<file path="src/rtl/led_pwm_pkg.sv">
// Shared register map and bus helpers for the LED PWM bank.
package led_pwm_pkg;

    localparam int ADDR_CTRL         = 0;
    localparam int ADDR_BLINK_EN     = 1;
    localparam int ADDR_BLINK_PERIOD = 2;
    localparam int ADDR_STATUS       = 3;
    localparam int ADDR_DUTY_BASE    = 4;

    localparam int CTRL_GLOBAL_EN    = 31;

    function automatic logic [31:0] be_merge(input logic [31:0] old_val,
                                             input logic [31:0] wdata,
                                             input logic [3:0]  be);
        logic [31:0] res;
        res = old_val;
        for (int b = 0; b < 4; b++) begin
            if (be[b]) res[8*b +: 8] = wdata[8*b +: 8];
        end
        return res;
    endfunction

endpackage

</file>
<file path="src/rtl/led_pwm_channel.sv">
// One LED channel: glitch-free shadowed duty and PWM compare.
module led_pwm_channel
    import led_pwm_pkg::*;
#(
    parameter int PWM_BITS = 8
) (
    input  logic                clk,
    input  logic                reset,
    input  logic [PWM_BITS-1:0] duty,
    input  logic                period_end,
    input  logic [PWM_BITS-1:0] pwm_cnt,
    input  logic                global_en,
    output logic                pwm_on
);

    logic [PWM_BITS-1:0] shadow_d, shadow_q;

    // While globally disabled the shadow tracks DUTY so enabling starts cleanly.
    always_comb begin
        shadow_d = shadow_q;
        if (!global_en || period_end) shadow_d = duty;
    end

    always_ff @(posedge clk) begin
        if (reset) shadow_q <= '0;
        else       shadow_q <= shadow_d;
    end

    assign pwm_on = (&shadow_q) ? 1'b1 : (pwm_cnt < shadow_q);

endmodule

</file>
<file path="src/rtl/led_pwm_bank.sv">
// Avalon-MM LED bank: per-channel PWM duty, enable and blink on a shared timebase.
module led_pwm_bank
    import led_pwm_pkg::*;
#(
    parameter int NUM_LEDS     = 5,
    parameter int PWM_BITS     = 8,
    parameter int PRESCALE_DIV = 196,
    parameter int ADDR_W       = 4
) (
    input  logic                clk,
    input  logic                reset,
    input  logic                AVL_READ,
    input  logic                AVL_WRITE,
    input  logic                AVL_CS,
    input  logic [3:0]          AVL_BYTE_EN,
    input  logic [ADDR_W-1:0]   AVL_ADDR,
    input  logic [31:0]         AVL_WRITEDATA,
    output logic [31:0]         AVL_READDATA,
    output logic [NUM_LEDS-1:0] leds
);

    localparam int PRESC_W = (PRESCALE_DIV > 1) ? $clog2(PRESCALE_DIV) : 1;
    localparam logic [31:0] CTRL_MASK = (32'h1 << CTRL_GLOBAL_EN) | ((32'h1 << NUM_LEDS) - 32'h1);

    logic [31:0]                        ctrl_d, ctrl_q;
    logic [NUM_LEDS-1:0]                blink_en_d, blink_en_q;
    logic [15:0]                        blink_period_d, blink_period_q;
    logic [NUM_LEDS-1:0][PWM_BITS-1:0]  duty_d, duty_q;
    logic [PRESC_W-1:0]                 presc_d, presc_q;
    logic [PWM_BITS-1:0]                pwm_cnt_d, pwm_cnt_q;
    logic [15:0]                        blink_cnt_d, blink_cnt_q;
    logic                               phase_d, phase_q;
    logic [NUM_LEDS-1:0]                leds_d, leds_q;
    logic [NUM_LEDS-1:0]                pwm_on;
    logic [31:0]                        blink_en_m, blink_period_m, duty_m;
    logic                               wr_en, bp_wr, tick, period_end;
    logic                               unused_read;

    assign unused_read = AVL_READ;
    assign wr_en       = AVL_CS & AVL_WRITE;

    always_comb begin
        ctrl_d         = ctrl_q;
        blink_en_d     = blink_en_q;
        blink_period_d = blink_period_q;
        duty_d         = duty_q;
        bp_wr          = 1'b0;
        blink_en_m     = be_merge({{(32-NUM_LEDS){1'b0}}, blink_en_q}, AVL_WRITEDATA, AVL_BYTE_EN);
        blink_period_m = be_merge({16'h0, blink_period_q}, AVL_WRITEDATA, AVL_BYTE_EN);
        duty_m         = '0;
        if (wr_en) begin
            if (AVL_ADDR == ADDR_W'(ADDR_CTRL))
                ctrl_d = be_merge(ctrl_q, AVL_WRITEDATA, AVL_BYTE_EN) & CTRL_MASK;
            if (AVL_ADDR == ADDR_W'(ADDR_BLINK_EN))
                blink_en_d = blink_en_m[NUM_LEDS-1:0];
            if (AVL_ADDR == ADDR_W'(ADDR_BLINK_PERIOD)) begin
                blink_period_d = blink_period_m[15:0];
                bp_wr          = 1'b1;
            end
            for (int i = 0; i < NUM_LEDS; i++) begin
                if (AVL_ADDR == ADDR_W'(ADDR_DUTY_BASE + i)) begin
                    duty_m    = be_merge({{(32-PWM_BITS){1'b0}}, duty_q[i]}, AVL_WRITEDATA, AVL_BYTE_EN);
                    duty_d[i] = duty_m[PWM_BITS-1:0];
                end
            end
        end
    end

    // Shared timebase: prescaler -> PWM counter -> blink half-cycle counter.
    always_comb begin
        tick        = (presc_q == PRESC_W'(PRESCALE_DIV - 1));
        presc_d     = tick ? '0 : presc_q + PRESC_W'(1);
        pwm_cnt_d   = tick ? pwm_cnt_q + PWM_BITS'(1) : pwm_cnt_q;
        period_end  = tick & (&pwm_cnt_q);
        blink_cnt_d = blink_cnt_q;
        phase_d     = phase_q;
        if (period_end) begin
            if (blink_period_q == 16'd0) begin
                blink_cnt_d = '0;
                phase_d     = 1'b1;
            end else if (blink_cnt_q == blink_period_q - 16'd1) begin
                blink_cnt_d = '0;
                phase_d     = ~phase_q;
            end else begin
                blink_cnt_d = blink_cnt_q + 16'd1;
            end
        end
        if (bp_wr) blink_cnt_d = '0;
    end

    for (genvar g = 0; g < NUM_LEDS; g++) begin : g_ch
        led_pwm_channel #(.PWM_BITS(PWM_BITS)) u_ch (
            .clk        (clk),
            .reset      (reset),
            .duty       (duty_q[g]),
            .period_end (period_end),
            .pwm_cnt    (pwm_cnt_q),
            .global_en  (ctrl_q[CTRL_GLOBAL_EN]),
            .pwm_on     (pwm_on[g])
        );
    end

    always_comb begin
        for (int i = 0; i < NUM_LEDS; i++)
            leds_d[i] = ctrl_q[CTRL_GLOBAL_EN] & ctrl_q[i] & (blink_en_q[i] ? phase_q : 1'b1) & pwm_on[i];
    end

    always_ff @(posedge clk) begin
        if (reset) begin
            ctrl_q         <= '0;
            blink_en_q     <= '0;
            blink_period_q <= '0;
            duty_q         <= '0;
            presc_q        <= '0;
            pwm_cnt_q      <= '0;
            blink_cnt_q    <= '0;
            phase_q        <= 1'b1;
            leds_q         <= '0;
        end else begin
            ctrl_q         <= ctrl_d;
            blink_en_q     <= blink_en_d;
            blink_period_q <= blink_period_d;
            duty_q         <= duty_d;
            presc_q        <= presc_d;
            pwm_cnt_q      <= pwm_cnt_d;
            blink_cnt_q    <= blink_cnt_d;
            phase_q        <= phase_d;
            leds_q         <= leds_d;
        end
    end

    assign leds = leds_q;

    always_comb begin
        AVL_READDATA = '0;
        if (AVL_CS) begin
            if (AVL_ADDR == ADDR_W'(ADDR_CTRL))         AVL_READDATA = ctrl_q;
            if (AVL_ADDR == ADDR_W'(ADDR_BLINK_EN))     AVL_READDATA[NUM_LEDS-1:0] = blink_en_q;
            if (AVL_ADDR == ADDR_W'(ADDR_BLINK_PERIOD)) AVL_READDATA[15:0] = blink_period_q;
            if (AVL_ADDR == ADDR_W'(ADDR_STATUS)) begin
                AVL_READDATA[0]             = phase_q;
                AVL_READDATA[8 +: PWM_BITS] = pwm_cnt_q;
            end
            for (int i = 0; i < NUM_LEDS; i++)
                if (AVL_ADDR == ADDR_W'(ADDR_DUTY_BASE + i)) AVL_READDATA[PWM_BITS-1:0] = duty_q[i];
        end
    end

endmodule

</file>
<file path="config.mk">
export PLATFORM = sky130hd
export DESIGN_NAME = led_pwm_bank
export DESIGN_NICKNAME = d
export VERILOG_FILES = /design/src/rtl/led_pwm_pkg.sv /design/src/rtl/led_pwm_channel.sv /design/src/rtl/led_pwm_bank.sv
export SDC_FILE = /design/constraint.sdc
export NUM_CORES = 1
export LEC_CHECK = 0
export CAP_MARGIN = 10
export CORE_ASPECT_RATIO = 1.5
export CORE_MARGIN = 3
export CORE_UTILIZATION = 36
export CTS_BUF_LIST = sky130_fd_sc_hd__clkbuf_4 sky130_fd_sc_hd__clkbuf_8
export DETAILED_ROUTE_END_ITERATION = 10
export PLACE_DENSITY = 0.63
export SYNTH_ARGS = -nofsm -noshare
export SYNTH_HDL_FRONTEND = slang
export SYNTH_SLANG_ARGS = --single-unit
</file>
<file path="constraint.sdc">
create_clock -name clk -period 2.9 [get_ports clk]
set_input_delay 0.29 -clock clk [delete_from_list [all_inputs] [get_ports clk]]
set_output_delay 0.29 -clock clk [all_outputs]
set_load 0.01 [all_outputs]
</file>
Word level (Yosys, flattened, before mapping)
Index checks and enable logic that the tools add are counted.
{"block": "classes", "add_sub_neg": 4, "n_mul": 0, "div": 0, "order_cmp": 5, "n_eq_ne": 10, "n_shift": 0, "n_mux": 27, "bitwise": 18, "n_reduce_logical": 24}
{"operator": "32-bit two-way mux", "n": 2}
{"operator": "16-bit two-way mux", "n": 3}
{"operator": "8-bit two-way mux", "n": 6}
{"operator": "8-bit AND reduction", "n": 6}
{"operator": "8-bit less-than comparator", "n": 5}
{"operator": "3-bit AND reduction", "n": 10}
{"operator": "1-bit AND", "n": 17}
{"operator": "16-bit by 1-bit adder with 16-bit output, second input constant", "n": 1}
{"operator": "8-bit by 1-bit adder with 8-bit output, second input constant", "n": 2}
{"operator": "16-bit == test", "n": 1}
{"operator": "4-bit by 3-bit == test with 1-bit output, second input constant", "n": 4}
{"operator": "16-bit logical NOT", "n": 1}
{"operator": "16-bit by 1-bit subtractor with 16-bit output, second input constant", "n": 1}
{"operator": "1-bit two-way mux", "n": 15}
{"operator": "4-bit by 2-bit == test with 1-bit output, second input constant", "n": 2}
{"operator": "8-bit == test, second input constant", "n": 1}
{"operator": "5-bit two-way mux", "n": 1}
{"operator": "4-bit by 1-bit == test with 1-bit output, second input constant", "n": 1}
{"operator": "4-bit == test, second input constant", "n": 1}
{"operator": "4-bit logical NOT", "n": 1}
{"operator": "2-bit OR reduction", "n": 2}
{"operator": "2-bit AND reduction", "n": 1}
{"operator": "2-bit nonzero test", "n": 1}
{"operator": "1-bit logical NOT", "n": 1}
{"operator": "2 further kinds", "n": 2}
{"block": "totals", "ff_bits": 145, "latchBits": 0, "mem_bits_rw": 0, "romBits": 0, "input_bits": 45, "n_memories": 0}

Depth between registers and ports, before layout
{"block": "depth", "word_depth": 11, "ltp_mapped": 11, "mapped_depth_nobuf": 9}

Cells and area by module
From an unflattened synthesis, not the netlist that was laid out.
{"block": "hier_totals", "cells_unflattened": 957, "area_unflattened_um2": 7972.6}
{"mod": "led_pwm_bank", "n_inst": 1, "cells_per_inst": 657, "area_per_inst_um2": 5551.6, "seq_area_each_um2": 2102.0}
{"mod": "led_pwm_channel", "n_inst": 5, "cells_per_inst": 60, "area_per_inst_um2": 484.2, "seq_area_each_um2": 160.2}

Worst setup path after synthesis
OpenSTA, ideal clock, no wires.
{"block": "synth_timing", "path_kind": "reg-to-reg", "start": "register blink_period_q[6]", "end": "register phase_q", "t_arrival_ps": 2144, "t_required_ps": 2814, "setup_slack_ps": 670, "path_stages_with_launch": 9, "path_cell_list": "dfxtp_1 clkbuf_1 or4_1 nor4_2 mux2i_1 nor3b_1 and4_1 nor4_1 a211oi_1"}
{"block": "synth_between", "elab_chain_cells": 4, "elab_cells_between_ends": 6, "classes_between": "1 x add/sub; 1 x eq/ne; 1 x mux; 3 x reduce/logical"}
{"element": "start: declaration", "line": "led_pwm_bank.sv:27", "source": "logic [15:0] blink_period_d, blink_period_q;"}
{"element": "start signal: assignment", "line": "led_pwm_bank.sv:122", "source": "blink_period_q <= blink_period_d;"}
{"element": "16-bit by 1-bit subtractor with 16-bit output", "line": "led_pwm_bank.sv:81", "source": "end else if (blink_cnt_q == blink_period_q - 16'd1) begin"}
{"element": "16-bit == test", "line": "led_pwm_bank.sv:81"}
{"element": "2-bit nonzero test (no line)"}
{"element": "2-bit AND reduction (no line)"}
{"element": "end signal: assignment", "line": "led_pwm_bank.sv:127", "source": "phase_q <= phase_d;"}
{"element": "end: declaration", "line": "led_pwm_bank.sv:32", "source": "logic phase_d, phase_q;"}
Several ways; a longest one is shown, not always the timed one.
A chain may end at the register's enable or synchronous reset.

Final worst setup path
{"block": "layout_timing", "start": "input port AVL_ADDR[1]", "end": "output port AVL_READDATA[3]"}
{"block": "layout_between", "elab_chain_cells": 10, "elab_cells_between_ends": 17, "classes_between": "7 x eq/ne; 9 x mux; 1 x reduce/logical"}
{"element": "start: declaration", "line": "led_pwm_bank.sv:16", "source": "input logic [ADDR_W-1:0] AVL_ADDR,"}
{"element": "4-bit logical NOT", "line": "led_pwm_bank.sv:137", "source": "if (AVL_ADDR == ADDR_W'(ADDR_CTRL)) AVL_READDATA = ctrl_q;"}
{"element": "32-bit two-way mux", "line": "led_pwm_bank.sv:137"}
{"element": "5-bit two-way mux", "line": "led_pwm_bank.sv:138", "source": "if (AVL_ADDR == ADDR_W'(ADDR_BLINK_EN)) AVL_READDATA[NUM_LEDS-1:0] = blink_en_q;"}
{"element": "16-bit two-way mux", "line": "led_pwm_bank.sv:139", "source": "if (AVL_ADDR == ADDR_W'(ADDR_BLINK_PERIOD)) AVL_READDATA[15:0] = blink_period_q;"}
{"element": "8-bit two-way mux (4 in series)", "line": "led_pwm_bank.sv:145", "source": "if (AVL_ADDR == ADDR_W'(ADDR_DUTY_BASE + i)) AVL_READDATA[PWM_BITS-1:0] = duty_q[i];"}
{"element": "8-bit two-way mux *", "line": "led_pwm_bank.sv:145"}
{"element": "32-bit two-way mux *", "line": "led_pwm_bank.sv:136", "source": "if (AVL_CS) begin"}
{"element": "end: declaration", "line": "led_pwm_bank.sv:18", "source": "output logic [31:0] AVL_READDATA,"}
Every way passes the cells marked *; elsewhere a longest branch is shown, timed or not.

==> impl_results.md <==
- Final Skew: 0.01212 ns
- Pin count of the biggest net entering global routing: 79
- Vias per std cell: 5.380
- TritonCTS Sinks: 145
- Number of global-route vias before repair: 6853
- Startpoint of the tightest hold check path: reset
- Min Tclk post-route: 2.762 ns
- Worst setup path category: input port to output pin
- Max IR drop VDD: 0.2634 mV
- Launching point of the worst reg2reg path: blink_period_q[6]
- Depth of the CTS H-tree: 4
- Worst-case clock buffer depth: 2
- Worst endpoint data arrival time: 2.47 ns
- Origin of the worst setup path: AVL_ADDR[1]
- Post-CTS clock slew at the launch and capture registers of the worst setup and hold paths: 0.08 ns
- Post-synthesis sequential element count: 145
- Antenna-violating nets left: 0
- Setup repair after global routing missed its margin: no
- Count of different cell masters after synthesis: 66
- Static power due to leakage: 3.290 nW
- Area of the core: 21230 um2
- GRT Residual Overflow: 0
- Post-synthesis instance total: 992
- Number of enable-type register cells in the synthesized netlist: 0
- DRC marker count from the first detailed-route iteration: 572
- Full die area: 23610 um2
- CTS hold repair buffers: 0
- Fraction of layout cells with a size suffix above 1: 0.09005
- Worst setup SP type: input port
- Cell count after placement: 1290
- Total design power: 3.856 mW
- First-pass GRT wire length: 37070 um
- Wire length per cell after detailed routing: 17.41 um
- Fraction of synthesis flops using an asynchronous set or reset pin: 0
- Diode count: 0
- Chip width: 126.5 um
- Power density over the cells: 423.2 nW/um2
- Number of clock buffers inserted by TritonCTS: 17
- Starting utilization of the core area: 0.3691
- Net count reported at finish: 1126
- Fill cells: 2161
- Final Max Tran Viols: 0
- Growth of design area from synthesis to finish: 16.27%
- Gpl congestion: 0.8793
- Post-route DRC: 0
- Die Y-Extent: 186.7 um
- Hold Path Class: input port to flop
- Number of port buffers: 49
- Register area share after synthesis: 0.3705
- Average footprint of a synthesized cell: 7.898 um2
- Tot GR Track Use: 0.1974
- Number of cell rows: 65
- Most instantiated flip-flop cell in the synthesis netlist: dfxtp_1
- Total Neg Setup Slack: 0 ns
- Achievable frequency: 362.0 MHz
- Hold Fails Final Rpt: 0
- DP Wirelength: 16970 um
- Warnings, synthesis: 0
- Final core occ: 0.4292
- Clock insertion delay at the later pin of the skew report: 0.45 ns
- Multi-input logic area: 4449 um2
- Detailed-router iteration count before antenna repair: 5
- Number of antenna violations at the first check in global routing: 0
- Combined flip-flop and latch cell area: 2903 um2
- Final Instance Count excl. Fillers: 1323
- Boundary pin count: 82
- Clk root buf: clkbuf_8
- Kind of capture point of the worst setup path: output pin
- Slew at the pin with the worst max-slew slack: 0.8301 ns
- Max cap viols: 0
- Run status: completed
- Number of vias in the routed layout: 7118
- Final period util: 0.9525
- Cell area after synthesis: 7835 um2
- Final setup violating endpoints: 0
- Required time at the endpoint of the critical path: 2.61 ns
- Wirelength, routed: 23040 um
- Slew Limit Headroom: 0.4466
- Clock tree from TritonCTS: built
- Maximum fanout count along the critical path: 8
==> placed cells by master, fill, tap and decap left out, drive strengths merged, types with 3 or more instances in the layout <==
master | Yosys | layout
clkdlybuf4s50 | 0 | 44
inv | 48 | 54
and3 | 12 | 12
xor2 | 22 | 22
ha | 39 | 39
clkbuf | 51 | 20
nand2b | 13 | 13
nor2 | 75 | 75
or3 | 3 | 3
o2111ai | 6 | 6
mux2i | 30 | 30
dlymetal6s2s | 0 | 4
a22oi | 16 | 16
o22a | 4 | 4
buf | 24 | 44
nand2 | 165 | 165
o21ai | 23 | 23
and4 | 4 | 4
xnor2 | 18 | 18
nor2b | 7 | 7
a21o | 15 | 15
a211oi | 8 | 8
conb | 1 | 15
o21a | 5 | 5
nor3 | 17 | 17
nand4 | 24 | 24
o211ai | 3 | 3
a21oi | 104 | 104
nor3b | 3 | 3
nand3 | 60 | 60
dfxtp | 145 | 145
o21bai | 5 | 5
nor4 | 6 | 6
clkinvlp | 0 | 4
a32oi | 3 | 3
and2 | 5 | 5
==> area by class of cell <==
class | instances | share of cell area
Timing Repair Buffer | 92 | 0.09326
Clock inverter | 12 | 0.01360
Clock buffer | 20 | 0.02953
Tap cell | 268 | 0.03681
Sequential cell | 145 | 0.3186
Multi-Input combinational cell | 738 | 0.4884
Inverter | 48 | 0.01978
==> registers in the layout, summed over array words and instances (netlist names) <==
name                count
phase_q                 1
presc_q                 8
leds                    5
pwm_cnt_q               8
blink_en_q              5
g_ch.u_ch.shadow_q     40
blink_period_q         16
blink_cnt_q            16
duty_q                 40
ctrl_q                  6
==> per-layer routing <==
layer,GRT usage,vias up,share of wire
met4,0.1024,0,0.047
met1,0.2318,3342,0.41
met2,0.3405,195,0.50
met3,0.03408,62,0.039
met5,0,-,0
li1,-,3519,-
==> final timing paths <==
kind,slack (ns),end,depth (start not counted)
worst min-delay path,0.30,blink_en_q[1],2
worst max register to register,0.27,phase_q,7
worst min register to register,0.47,g_ch[1].u_ch.shadow_q[4],2
worst max-delay path,0.14,AVL_READDATA[3],10
==> kinds of logic after synthesis <==
| family | share of synthesized area |
|---|---|
| adder cells (fa/ha/maj) | 0.06228 |
| XOR/XNOR | 0.04471 |
| AO/OA/AOI/OAI | 0.1680 |
| buffers and inverters | 0.06915 |
| AND/OR/NAND/NOR | 0.2423 |
| other | 0.0004786 |
| multiplexers | 0.04264 |
| flip-flops | 0.3705 |
==> repair_timing <==
| item | in CTS | in global routing |
|---|---|---|
| setup endpoints to repair | 0 | 8 |
| buffers inserted | 0 | 1 |
| endpoints found under the hold margin | 0 | 0 |
| resized for setup | 0 | 7 |
==> power by group <==
part / total [mW] / leakage (nW) / switching, mW / internal (mW)
Combinational: 0.243 / 1.93 / 0.151 / 0.0922
Sequential: 2.02 / 1.17 / 0.0186 / 2.00
Clock: 1.59 / 0.189 / 0.841 / 0.753
Total: 3.86 / 3.29 / 1.01 / 2.85
==> metrics by stage <==
step | instance area [um2] | hold WS (ns) | setup slack, ns
4_1_cts | 9085 | 0.2617 | 0.08880
6_report | 9110 | 0.3020 | 0.1377
3_3_place_gp | 8692 | 0.4563 | 0.1108
2_1_floorplan | 7888 | 0.4260 | 0.6703
3_5_place_dp | 8692 | 0.4593 | 0.1162
5_1_grt | 9110 | 0.2847 | 0.01011
==> critical path, cell delays in order <==
cell	delay, ns
clkdlybuf4s50_1	0.46
buf_4	0.17
nor2b_1	0.19
buf_4	0.16
nand2_1	0.05
o21ai_0	0.10
o21ai_0	0.11
o22a_1	0.18
nor2_1	0.18
clkdlybuf4s50_1	0.58
==> synth_stat cells (all sizes together) (5+ instances only) <==
master / number / area [um2]
a22oi: 16 / 120.1
a211oi: 8 / 60.06
clkbuf: 51 / 191.4
a21oi: 104 / 524.3
inv: 48 / 180.2
o21bai: 5 / 37.54
nand2: 165 / 619.3
nor2: 75 / 286.5
nand4: 24 / 150.1
a21o: 15 / 112.6
nor4: 6 / 71.32
buf: 24 / 170.2
o21ai: 23 / 118.9
nor3: 17 / 85.08
o2111ai: 6 / 52.55
nand2b: 13 / 81.33
o21a: 5 / 37.54
nor2b: 7 / 43.79
and2: 5 / 31.28
ha: 39 / 488.0
and3: 12 / 75.07
xnor2: 18 / 157.7
xor2: 22 / 192.7
nand3: 60 / 300.3
mux2i: 30 / 300.3
dfxtp: 145 / 2903
(Power assumes the default switching activity.)
